`src/rtl/sync_modn_loadable_updown_counter_if.sv`:
```
// Control/status bundle for the mod-N up/down counter.
// master drives load/count controls; slave is the counter.
interface sync_modn_loadable_updown_counter_if #(
  parameter int WIDTH = 4
);
  logic             load_en;
  logic [WIDTH-1:0] data;
  logic             en;
  logic             up;
  logic [WIDTH-1:0] q;
  logic             tc;
  logic             wrap;
  logic             load_err;

  modport master (
    output load_en,
    output data,
    output en,
    output up,
    input  q,
    input  tc,
    input  wrap,
    input  load_err
  );

  modport slave (
    input  load_en,
    input  data,
    input  en,
    input  up,
    output q,
    output tc,
    output wrap,
    output load_err
  );
endinterface

```
`src/rtl/sync_modn_loadable_updown_counter.sv`:
```
// Loadable modulo-N up/down counter with cascade tc,
// registered wrap pulse and registered load-range error.
module sync_modn_loadable_updown_counter #(
  parameter int WIDTH   = 4,
  parameter int MODULUS = 12
) (
  input logic clk,
  input logic rst,
  sync_modn_loadable_updown_counter_if.slave bus
);

  if (WIDTH < 1 || MODULUS < 2 ||
      64'(MODULUS) > (64'd1 << WIDTH)) begin : g_bad_param
    $error("illegal WIDTH/MODULUS combination");
  end

  localparam logic [WIDTH-1:0] MAX = WIDTH'(MODULUS - 1);

  logic [WIDTH-1:0] q_q, q_d;
  logic             wrap_q, wrap_d;
  logic             load_err_q, load_err_d;
  logic             at_max, at_zero, over;

  always_comb begin
    at_max  = (q_q == MAX);
    at_zero = (q_q == '0);
    over    = (q_q > MAX);
  end

  always_comb begin
    q_d        = q_q;
    wrap_d     = 1'b0;
    load_err_d = 1'b0;
    if (bus.load_en) begin
      if (bus.data > MAX) begin
        q_d        = '0;
        load_err_d = 1'b1;
      end else begin
        q_d = bus.data;
      end
    end else if (bus.en) begin
      // out-of-range q (never reached normally) recovers to 0
      if (bus.up) begin
        if (at_max) begin
          q_d    = '0;
          wrap_d = 1'b1;
        end else if (over) begin
          q_d = '0;
        end else begin
          q_d = q_q + 1'b1;
        end
      end else begin
        if (at_zero) begin
          q_d    = MAX;
          wrap_d = 1'b1;
        end else if (over) begin
          q_d = '0;
        end else begin
          q_d = q_q - 1'b1;
        end
      end
    end
  end

  always_ff @(posedge clk) begin
    if (rst) begin
      q_q        <= '0;
      wrap_q     <= 1'b0;
      load_err_q <= 1'b0;
    end else begin
      q_q        <= q_d;
      wrap_q     <= wrap_d;
      load_err_q <= load_err_d;
    end
  end

  assign bus.q        = q_q;
  assign bus.wrap     = wrap_q;
  assign bus.load_err = load_err_q;
  assign bus.tc       = bus.en & ~bus.load_en &
                        ((bus.up & at_max) | (~bus.up & at_zero));

endmodule

```
`src/flat_wrapper.sv`:
```
// flat-port wrapper written by rule: the top's interface ports become plain ports
module sync_modn_loadable_updown_counter_flat 
#(
  parameter int WIDTH   = 4,
  parameter int MODULUS = 12
)
  (clk, rst, bus_load_en, bus_data, bus_en, bus_up, bus_q, bus_tc, bus_wrap, bus_load_err);
  sync_modn_loadable_updown_counter_if #(.WIDTH(WIDTH)) bus_i ();
  input logic clk;
  input logic rst;
  input wire logic [$bits(bus_i.load_en)-1:0] bus_load_en;
  input wire logic [$bits(bus_i.data)-1:0] bus_data;
  input wire logic [$bits(bus_i.en)-1:0] bus_en;
  input wire logic [$bits(bus_i.up)-1:0] bus_up;
  output wire logic [$bits(bus_i.q)-1:0] bus_q;
  output wire logic [$bits(bus_i.tc)-1:0] bus_tc;
  output wire logic [$bits(bus_i.wrap)-1:0] bus_wrap;
  output wire logic [$bits(bus_i.load_err)-1:0] bus_load_err;
  assign bus_i.load_en = bus_load_en;
  assign bus_i.data = bus_data;
  assign bus_i.en = bus_en;
  assign bus_i.up = bus_up;
  assign bus_q = bus_i.q;
  assign bus_tc = bus_i.tc;
  assign bus_wrap = bus_i.wrap;
  assign bus_load_err = bus_i.load_err;
  sync_modn_loadable_updown_counter #(.WIDTH(WIDTH), .MODULUS(MODULUS)) u_core (.clk(clk), .rst(rst), .bus(bus_i));
endmodule
```
`config.mk`:
```
export PLATFORM = sky130hd
export DESIGN_NAME = sync_modn_loadable_updown_counter_flat
export DESIGN_NICKNAME = d
export VERILOG_FILES = /design/src/rtl/sync_modn_loadable_updown_counter_if.sv /design/src/rtl/sync_modn_loadable_updown_counter.sv /design/src/flat_wrapper.sv
export SDC_FILE = /design/constraint.sdc
export NUM_CORES = 1
export LEC_CHECK = 0
export CAP_MARGIN = 20
export CORE_AREA = 2 2 39 41
export CTS_CLUSTER_DIAMETER = 200
export DETAILED_ROUTE_END_ITERATION = 8
export DIE_AREA = 0 0 41 43
export PLACE_DENSITY = 0.65
export SETUP_SLACK_MARGIN = 0.1
export SLEW_MARGIN = 20
export SYNTH_ARGS = -nofsm -noshare
export SYNTH_HDL_FRONTEND = slang
export SYNTH_SLANG_ARGS = --single-unit
```
`constraint.sdc`:
```
create_clock -name clk -period 2.5 [get_ports clk]
set_clock_uncertainty 0.1 [all_clocks]
set_input_delay 0.625 -clock clk [delete_from_list [all_inputs] [get_ports clk]]
set_output_delay 0.625 -clock clk [all_outputs]
set_load 0.05 [all_outputs]
```
# Word-level counts from Yosys, hierarchy flattened
# Cells that the tools add are included.
[totals]
reg_bits = 6
out_inout_bits = 7
in_bits = 9
elab_cells = 32
[op_classes]
n_mux = 12
eq_ne = 1
addsub = 2
n_lt_le_gt_ge = 2
n_reduce_logical = 4
n_bitwise = 8
[op_table]
columns = ["op", "count"]
rows = [
  ["$mux 4", 8],
  ["$gt 4x4->1 const B", 2],
  ["$add 4x1->4 const B", 1],
  ["$and 1x1->1", 4],
  ["$eq 4x4->1 const B", 1],
  ["$logic_not 4->1", 1],
  ["$mux 1", 4],
  ["$sub 4x1->4 const B", 1],
  ["$not 1->1", 3],
  ["$reduce_or 3->1", 1],
  ["$reduce_bool 2->1", 1],
  ["$reduce_or 2->1", 1],
  ["$or 1x1->1", 1],
]

# Longest topological paths before layout
# Gate-level depths: netlist of run 1.
[depth]
depth_word = 6
ltp_mapped = 6
depth_no_buf = 6

# Least setup slack after synthesis of run 1
# OpenSTA, ideal clock, no wires.
[synth_path]
path_kind = "register -> output"
start = "register u_core.q_q[0], in the netlist u_core.bus.q[0]"
end = "output bus_tc"
t_arrival_ns = 2.159
n_path_buf = 0
slack_ns = -0.384
stages_incl_launch_ff = 4
t_required_ns = 1.775
cell_sequence = "dfxtp_1 > ha_1 > a31oi_1 > nor3_1"
[synth_between]
elab_chain_len = 4
word_cells_on_any_way = 6
cone_classes = "eq/ne (1); bitwise (4); reduce/logical (1)"
[synth_lines]
columns = ["element", "line", "text"]
rows = [
  ["start, declared", "sync_modn_loadable_updown_counter.sv:19", "logic [WIDTH-1:0] q_q, q_d;"],
  ["start signal, assigned", "sync_modn_loadable_updown_counter.sv:71", "q_q <= q_d;"],
  ["$eq 4x4->1 or $logic_not 4->1 (tied branches)", "sync_modn_loadable_updown_counter.sv:25, sync_modn_loadable_updown_counter.sv:26", ""],
  ["$and 1x1->1", "sync_modn_loadable_updown_counter.sv:81", "((bus.up & at_max) | (~bus.up & at_zero));"],
  ["$or 1x1->1 (*)", "sync_modn_loadable_updown_counter.sv:81", ""],
  ["$and 1x1->1 (*)", "sync_modn_loadable_updown_counter.sv:80", "assign bus.tc = bus.en & ~bus.load_en &"],
  ["end, declared", "flat_wrapper.sv:16", "output wire logic [$bits(bus_i.tc)-1:0] bus_tc;"],
]
# Mark *: on every way between the ends. The rest lies on a longest branch, timed or not.

# Final worst setup path of run 1
[layout_path]
start = "input bus_up"
end = "output bus_tc"
[layout_between]
elab_chain_len = 4
word_cells_on_any_way = 5
cone_classes = "bitwise (5)"
[layout_lines]
columns = ["element", "line", "text"]
rows = [
  ["start, declared", "flat_wrapper.sv:14", "input wire logic [$bits(bus_i.up)-1:0] bus_up;"],
  ["$not 1->1", "sync_modn_loadable_updown_counter.sv:81", ""],
  ["$and 1x1->1", "sync_modn_loadable_updown_counter.sv:81", ""],
  ["$or 1x1->1 (*)", "sync_modn_loadable_updown_counter.sv:81", ""],
  ["$and 1x1->1 (*)", "sync_modn_loadable_updown_counter.sv:80", ""],
]
# Marked as above.

==> results of run 1 <==
-- final cells by class --
class / instances / share of cell area (%)
clock buffer: 3 / 3.06
inverter: 3 / 1.53
timing repair buffer: 23 / 29.0
tap: 16 / 2.72
multi-input combinational: 47 / 47.4
sequential: 6 / 16.3
-- metrics by stage --
| stage | util (%) | setup WS (ns) | std cells | power [W] | setup TNS (ns) |
|---|---|---|---|---|---|
| 6_report | 53.3 | 0.173 | 98 | 0.000325 | 0 |
| 5_1_grt | 53.3 | 0.102 | 98 | 0.000347 | 0 |
| 4_1_cts | 52.5 | 0.117 | 98 | 0.000324 | 0 |
| 3_5_place_dp | 50.3 | -0.0358 | 95 | 0.000228 | -0.0358 |
| 3_3_place_gp | 50.3 | -0.0315 | 95 | 0.000228 | -0.0315 |
| 2_1_floorplan | - | 0.169 | 60 | 0.000182 | 0 |
-- synth_stat cells, drive strengths merged (2+ instances only) --
library cell,instances
a211oi,3
a21oi,4
a31oi,3
buf,3
dfxtp,6
ha,2
inv,3
nand2b,5
nand3,2
nor2,4
nor2b,2
nor3,6
nor3b,2
o21ai,3
-- kinds of logic (layout without fill, tap and decap cells) --
group           after synthesis  after routing  share of synthesized area, %
simple gates                 28             28                          37.5
compound gates               16             16                          22.4
buf+inv                       7             29                          7.65
flops                         6              6                          25.3
fa+ha+maj                     2              2                          5.28
xor+xnor                      1              1                          1.85
-- final timing paths --
check / start / end / slack, ns
min: u_core.bus.q[3] / u_core.bus.q[1] / 0.64
max reg2reg: u_core.bus.q[2] / u_core.bus.q[3] / 0.86
max: bus_up / bus_tc / 0.17
min reg2reg: u_core.bus.q[3] / u_core.bus.q[1] / 0.64
-- timing repair --
action                     CTS  global route
gates resized for setup      3             2
hold endpoints to repair     0             0
setup endpoints to repair    1             1
pin swaps                    1             1
-- per-layer routing --
layer | routed length [µm] | share of wire (%)
met2 | 536 | 48
met5 | 0 | 0
met1 | 503 | 45
met3 | 56 | 5.0
met4 | 25 | 2.2
-- report_power, final --
group,leakage (nW),switching [W],internal [W]
Combinational,0.224,0.0000610,0.0000585
Sequential,0.0493,0.0000123,0.000102
Clock,0.0138,0.0000373,0.0000544
Total,0.288,0.000111,0.000215
-- worst max-delay path, delay by kind of cell --
kind / cells / cell delay [ns]
and+or+nand+nor: 3 / 0.36
AOI/OAI and AO/OA: 1 / 0.05
buffers and inverters: 3 / 0.57
-- flip-flops by register name, summed over array words and instances (netlist names) --
register,flops
u_core.bus.q,4
u_core.bus.load_err,1
u_core.bus.wrap,1
==> run metrics, run 1 <==
DRT iter0 DRCs=11; aggregate global-route resource usage=16.1%; Final Hold Violating Endpoints=0; Netlist Area Pre-Place=about 470 µm²; area fraction of the dominant cell type after synthesis=25.3%; Setup-failing EPs final=0; Yosys warnings=0; Peak supply drop=~0.23 mV; # rows=14; clk slew on worst S/H paths=0.05 ns; fin crit share=93.1%; WS Path Type=in2out; pin count of the biggest net entering global routing=15; Worst EP required=approximately 1.8 ns; vias in the first global route=467; max-slew violations=0; Seq cells post-synth=6; GRT met3 Usage=around 3.1%; sequential share of the synthesized area=around a quarter; WL/cell=11.4 µm; multi-input gate area in the final layout=349 µm²; unrepaired setup endpoints after global routing=no; CTS tree=yes; Min Hold Slack=around 0.64 ns; predominant post-synthesis flop cell=dfxtp_1; CTS sink cnt=6; Layout Cell Area excl Fill=737 µm²; GR peak layer=met2; DR DRC count=0; P&R area growth vs syn=55.4%; # Max-Cap Violations=0; Synth Instances=60; Antenna diodes=0; IO Count=16; worst r2r path cells=4; GR met2 Demand/Resource=21.6%; fmax=about 430 MHz; Starting Density=34.3%; hold depth=3; fin nets=95; Post-synth EDFFs=0; CP max stage cell=dlygate4sd2_1; Post-DP Area=approximately 700 µm²; drt via density=5.38; ys async rst share=0%; IO Port Bufs=15; element type at the critical path start=primary input; antenna violations before repair=0; Vias=527; synth unique cells=29; Synth Net Count=71; Leakage=about 0.29 nW; worst hold path type=reg2reg; Worst setup EP type=output port; share of cells above drive strength 1=29.3%; DP Wirelength=~860 µm; Root Driver=clkbuf_4; Storage cell area=roughly 120 µm²; commonest non-fill, non-tap cell in the layout=clkdlybuf4s50_1; commonest cells after routing, fill and taps aside=clkdlybuf4s50_1, buf_4, dfxtp_1, nor3_1; crit path max fanout=2; worst-path cell chain=dlygate4sd2_1 > nand2b_4 > nor2_1 > a31oi_1 > buf_4 > nor3_4 > buf_12; top post-synthesis cells by area=dfxtp_1, nor3_1, ha_1; DIE AREA=0.00176 mm²; Yosys top cell by area=dfxtp_1; cts bufs inserted=3; height of the die=43 µm; Placer Congestion=0.779; Core ar.=0.00138 mm²; WP data arrival=1.60 ns; crit-path max cell delay=0.24 ns; cts hold-fix bufs=0; Power Dens Cells=442 mW/mm²; Setup Fix Bufs, Post-CTS=0; min cycle time layout=2.33 ns; met1 GRT Util=20.6%; clk_lat worst skew=0.25 ns; DRT Wirelength=1.12 mm; Final ANT Viol Nets=0; Worst Max-Slew Pin Slew=0.496 ns; status=completed; maximum clock insertion buffer count=2; mean post-synth cell area=7.90 µm²; Fill cells=149; CTS HTree Levels=1; global-route wire length before repair=1.86 mm; Slew headroom=66.9%; gr ovfl total=0; first drt pass iteration count=4; Die W=41 µm
Power figures use the tool's default switching activity.
==> run 2: changes to the inputs <==
SKIP_CTS_REPAIR_TIMING = 1   (was default)
==> run metrics, run 2 (synthesis gave the netlist of run 1 again) <==
DIE AREA=0.00176 mm² (unchanged); pre-CTS WS=-0.0358 ns (unchanged); P&R area growth vs syn=56.7%; fmax=433 MHz (+0.73%); Final ANT Viol Nets=0 (unchanged); max-slew violations=0 (unchanged); crit-path max cell delay=0.43 ns (+0.19 ns); cts bufs inserted=3 (unchanged); max FFs per register=4 (unchanged); vias in the first global route=467 (unchanged); final non-filler cell total=98 (unchanged); CTS sink cnt=6 (unchanged); Int Power=0.000215 W (+0.23%); Critical Path Start=u_core.bus.q[0]; clock network fraction of total power=28.4% (+0.2 points); Worst Max-Slew Pin Slew=0.496 ns (unchanged); maximum clock insertion buffer count=2 (unchanged); Final Hold Violating Endpoints=0 (unchanged); total negative slack=0 ns (unchanged); Seq pwr share=34.9% (-0.2 points); clk_lat worst skew=0.25 ns (about the same); fin nets=95 (unchanged); IO Port Bufs=15 (unchanged); Core ar.=0.00138 mm² (unchanged); Post-Place Cells=95 (unchanged); Leakage=0.295 nW (+2.6%); global-route wire length before repair=1.86 mm (unchanged); DP Wirelength=862 µm (unchanged); Storage cell area=120 µm² (unchanged); antenna violations before repair=0 (unchanged); clk slew on worst S/H paths=0.04 ns (about the same); Fill cells=146 (-2.0%); overall power=0.000328 W (+0.72%); DRT Wirelength=1.13 mm (+0.36%); multi-input gate area in the final layout=352 µm² (+0.72%); Worst EP required=1.77 ns (about the same); CTS HTree Levels=1 (unchanged); IO Count=16 (unchanged); Power Dens Cells=441 mW/mm² (-0.13%); Peak supply drop=0.228 mV (+1.0%); commonest cells after routing, fill and taps aside=clkdlybuf4s50_1, buf_4, dfxtp_1, nor3_1, a21oi_1; CTS tree=yes; Slew headroom=66.9% (unchanged); setup slack after layout=0.190 ns (+0.0168 ns); Crit path buffers/inverters=2 (-1); Placer Congestion=0.779 (unchanged); Starting Density=34.3% (unchanged); aggregate global-route resource usage=16.1% (unchanged); WS Path Type=reg2out; pin count of the biggest net entering global routing=15 (unchanged); DR DRC count=0 (unchanged); switching power=0.000112 W (+1.7%); gr ovfl total=0 (unchanged); # Max-Cap Violations=0 (unchanged); Worst setup EP type=output port; Setup-failing EPs final=0 (unchanged); commonest non-fill, non-tap cell in the layout=clkdlybuf4s50_1; worst hold path type=reg2reg; drt via density=5.32 (-1.1%); share of cells above drive strength 1=31.7% (+2.4 points); CP top delay family=flip-flops; DRT iter0 DRCs=11 (unchanged); Root Driver=clkbuf_4; element type at the critical path start=flip-flop; first drt pass iteration count=4 (unchanged); crit path max fanout=6 (+4); worst-path cell chain=ha_1 > a31oi_1 > buf_4 > nor3_4 > buf_12; WP data arrival=1.59 ns (about the same); switching share of power=34.3% (+0.32 points); r2r startpoint=u_core.bus.q[2]; worst min-delay path startpoint=u_core.bus.q[1]; Layout Utilization=53.7% (+0.45 points); unrepaired setup endpoints after global routing=no; Comb pwr share=36.7% (about the same); min cycle time layout=2.31 ns (-0.0168 ns); fin crit share=92.4% (-0.67 points); Vias=521 (-1.1%); Antenna diodes=0 (unchanged); CP max stage cell=dfxtp_1; # rows=14 (unchanged); Die W=41 µm (unchanged); height of the die=43 µm (unchanged); status=completed; WL/cell=11.5 µm (+0.36%)
==> run 2: cell count changes in the layout (fill, tap and decap cells not counted) <==
| cell | change |
|---|---|
| dlygate4sd2_1 | -1 |
| dlymetal6s2s_1 | +1 |
| inv_1 | -1 |
| inv_2 | +1 |
| nor2_1 | -1 |
| nor2_2 | +1 |
==> run 2: per-layer routing <==
layer	wire, µm	vias up	global-route usage (%)
met2	561	10	21.6
met4	0	0	14.0
met5	0	-	0
li1	-	267	-
met1	528	244	20.6
met3	36	0	3.14
==> run 2: layout make-up <==
| class | count | area share [%] |
|---|---|---|
| repair buffers | 23 | 29.3 |
| multi-input cells | 47 | 47.3 |
| clock buffers | 3 | 3.03 |
| inverters | 3 | 1.52 |
| flip-flops and latches | 6 | 16.2 |
| well taps | 16 | 2.69 |
==> run 2: worst register-to-register path, cell delays in order (launching register included) <==
cell	delay, ns
dfxtp_1	0.60
nand2b_1	0.19
o22ai_1	0.08
and4bb_2	0.24
or3_1	0.33
==> run 2: final timing paths <==
kind | end | slack, ns | cells past startpoint
hold reg to reg | u_core.bus.q[1] | 0.64 | 4
setup reg to reg | u_core.bus.q[3] | 0.85 | 4
hold / removal | u_core.bus.q[1] | 0.64 | 4
setup / recovery | bus_tc | 0.19 | 5
==> run 2: through the flow <==
step | hold WS [ns] | cell area (µm²)
5_1_grt | 0.692 | 743
3_3_place_gp | 0.611 | 696
4_1_cts | 0.628 | 718
3_5_place_dp | 0.612 | 696
6_report | 0.636 | 743
2_1_floorplan | 0.695 | 485
==> run 2: power by group through the flow <==
stage / sequential, W / clock [W] / combinational (W)
after detailed placement: 0.000116 / 0 / 0.000113
after global routing: 0.000116 / 0.000102 / 0.000131
after CTS: 0.000114 / 0.0000945 / 0.000113
final: 0.000115 / 0.0000930 / 0.000120
after floorplan: 0.000129 / 0 / 0.0000533
after global placement: 0.000116 / 0 / 0.000112
==> run 3: changes to the inputs <==
DONT_BUFFER_PORTS = 1   (was default)
PLACE_DENSITY = default   (was 0.65)
==> run metrics, run 3 (synthesis gave the netlist of run 1 again) <==
P&R area growth vs syn=17.4%; final non-filler cell total=81 (-17%); Slew headroom=68.4% (+1.5 points); fin crit share=92.9% (+0.53 points); antenna violations before repair=0 (unchanged); DR DRC count=0 (unchanged); Crit path buffers/inverters=2 (unchanged); maximum clock insertion buffer count=2 (unchanged); Power Dens Cells=517 mW/mm² (+17%); WS Path Type=reg2out; Seq pwr share=39.8% (+4.9 points); aggregate global-route resource usage=15.6% (-0.45 points); crit path max fanout=6 (unchanged); worst r2r path cells=4 (unchanged); switching share of power=34.4% (+0.054 points); multi-input gate area in the final layout=335 µm² (-4.6%); global-route wire length before repair=1.85 mm (-0.75%); CP max stage cell=dfxtp_2; Post-Place Cells=78 (-18%); Core ar.=0.00138 mm² (unchanged); DIE AREA=0.00176 mm² (unchanged); share of cells above drive strength 1=29.2% (-2.5 points); # rows=14 (unchanged); Placer Congestion=0.706 (-9.3%); Worst EP required=1.77 ns (about the same); WP data arrival=1.60 ns (about the same); min cycle time layout=2.32 ns (+0.0132 ns); total negative slack=0 ns (unchanged); height of the die=43 µm (unchanged); commonest non-fill, non-tap cell in the layout=buf_4; worst hold path type=in2reg; first drt pass iteration count=4 (unchanged); Vias=453 (-13%); drt via density=5.59 (+5.2%); gr ovfl total=0 (unchanged); Starting Density=34.3% (unchanged); element type at the critical path start=flip-flop; clock network fraction of total power=32.1% (+3.7 points); Antenna diodes=0 (unchanged); clk slew on worst S/H paths=0.05 ns (about the same); CTS HTree Levels=1 (unchanged); IO Port Bufs=0 (-15); crit-path max cell delay=0.37 ns (-0.06 ns); Storage cell area=123 µm² (+2.1%); Root Driver=clkbuf_4; Setup-failing EPs final=0 (unchanged); max FFs per register=4 (unchanged); Worst Max-Slew Pin Slew=0.474 ns (-0.0219 ns); fmax=430 MHz (-0.57%); fin nets=78 (-18%); WP depth=7 (+2); clk_lat worst skew=0.25 ns (about the same); cts bufs inserted=3 (unchanged); worst reg2reg setup slack=0.85 ns (about the same); Final Hold Violating Endpoints=0 (unchanged); worst-path cell chain=inv_1 > ha_1 > nand2b_1 > nor2_1 > a31oi_2 > nor3_4 > buf_4; vias in the first global route=442 (-5.4%); # Max-Cap Violations=0 (unchanged); DRT iter0 DRCs=8 (-3); status=completed; Worst setup EP type=output port; Min Hold Slack=0.326 ns (-0.310 ns); commonest cells after routing, fill and taps aside=buf_4, nor3_1; CTS tree=yes; pin count of the biggest net entering global routing=14 (-1); switching power=0.0000989 W (-12%); max-slew violations=0 (unchanged); Leakage=0.210 nW (-29%); Int Power=0.000189 W (-12%); IO Count=16 (unchanged); Comb pwr share=28.1% (-8.6 points); Peak supply drop=0.176 mV (-23%); WL/cell=13.5 µm (+17%); DRT Wirelength=1.09 mm (-3.0%); unrepaired setup endpoints after global routing=no; Fill cells=147 (+0.68%); CTS sink cnt=6 (unchanged); Die W=41 µm (unchanged); DP Wirelength=802 µm (-7.0%); Final ANT Viol Nets=0 (unchanged); hold depth=1 (-3); CP top delay family=flip-flops
run 3: final timing paths:
path	start	to
worst min register to register	u_core.bus.q[3]	u_core.bus.wrap
worst min-delay path	rst	u_core.bus.q[0]
worst max register to register	u_core.bus.q[2]	u_core.bus.q[3]
worst max-delay path	u_core.bus.q[0]	bus_tc
run 3: per-stage QoR:
stage	utilization (%)	instance area (µm²)	total power (W)	setup WS [ns]
finish	40.2	557	0.000288	0.176
detailed placement	38.0	526	0.000195	0.323
global placement	38.0	526	0.000194	0.319
CTS	39.6	548	0.000287	0.0510
floorplan	-	485	0.000182	0.169
global route	40.2	557	0.000301	0.101
run 3: worst register-to-register path, delay by kind of cell, from the launching register on:
kind               cells  cell delay (ns)
and+or+nand+nor        3             0.74
DFF                    1             0.61
AOI/OAI and AO/OA      1             0.08
run 3: per-layer routing:
layer	track usage (%)	part of all wire, %	wire length (µm)
met1	21.1	47	509
met2	20.0	46	503
met3	4.19	4.8	52
met4	12.0	2.4	26
met5	0	0	0
run 3: power by group through the flow:
stage | registers, W | logic [W] | clock network [W]
final | 0.000115 | 0.0000809 | 0.0000923
after CTS | 0.000114 | 0.0000799 | 0.0000936
after global placement | 0.000116 | 0.0000789 | 0
after global routing | 0.000116 | 0.0000889 | 0.0000964
after detailed placement | 0.000116 | 0.0000794 | 0
after floorplan | 0.000129 | 0.0000533 | 0
run 3: layout make-up:
cell class,instances,area share [%]
multi-input combinational,47,60.2
sequential,6,22.0
timing repair buffer,6,8.09
clock buffer,3,4.04
tap,16,3.60
inverter,3,2.02
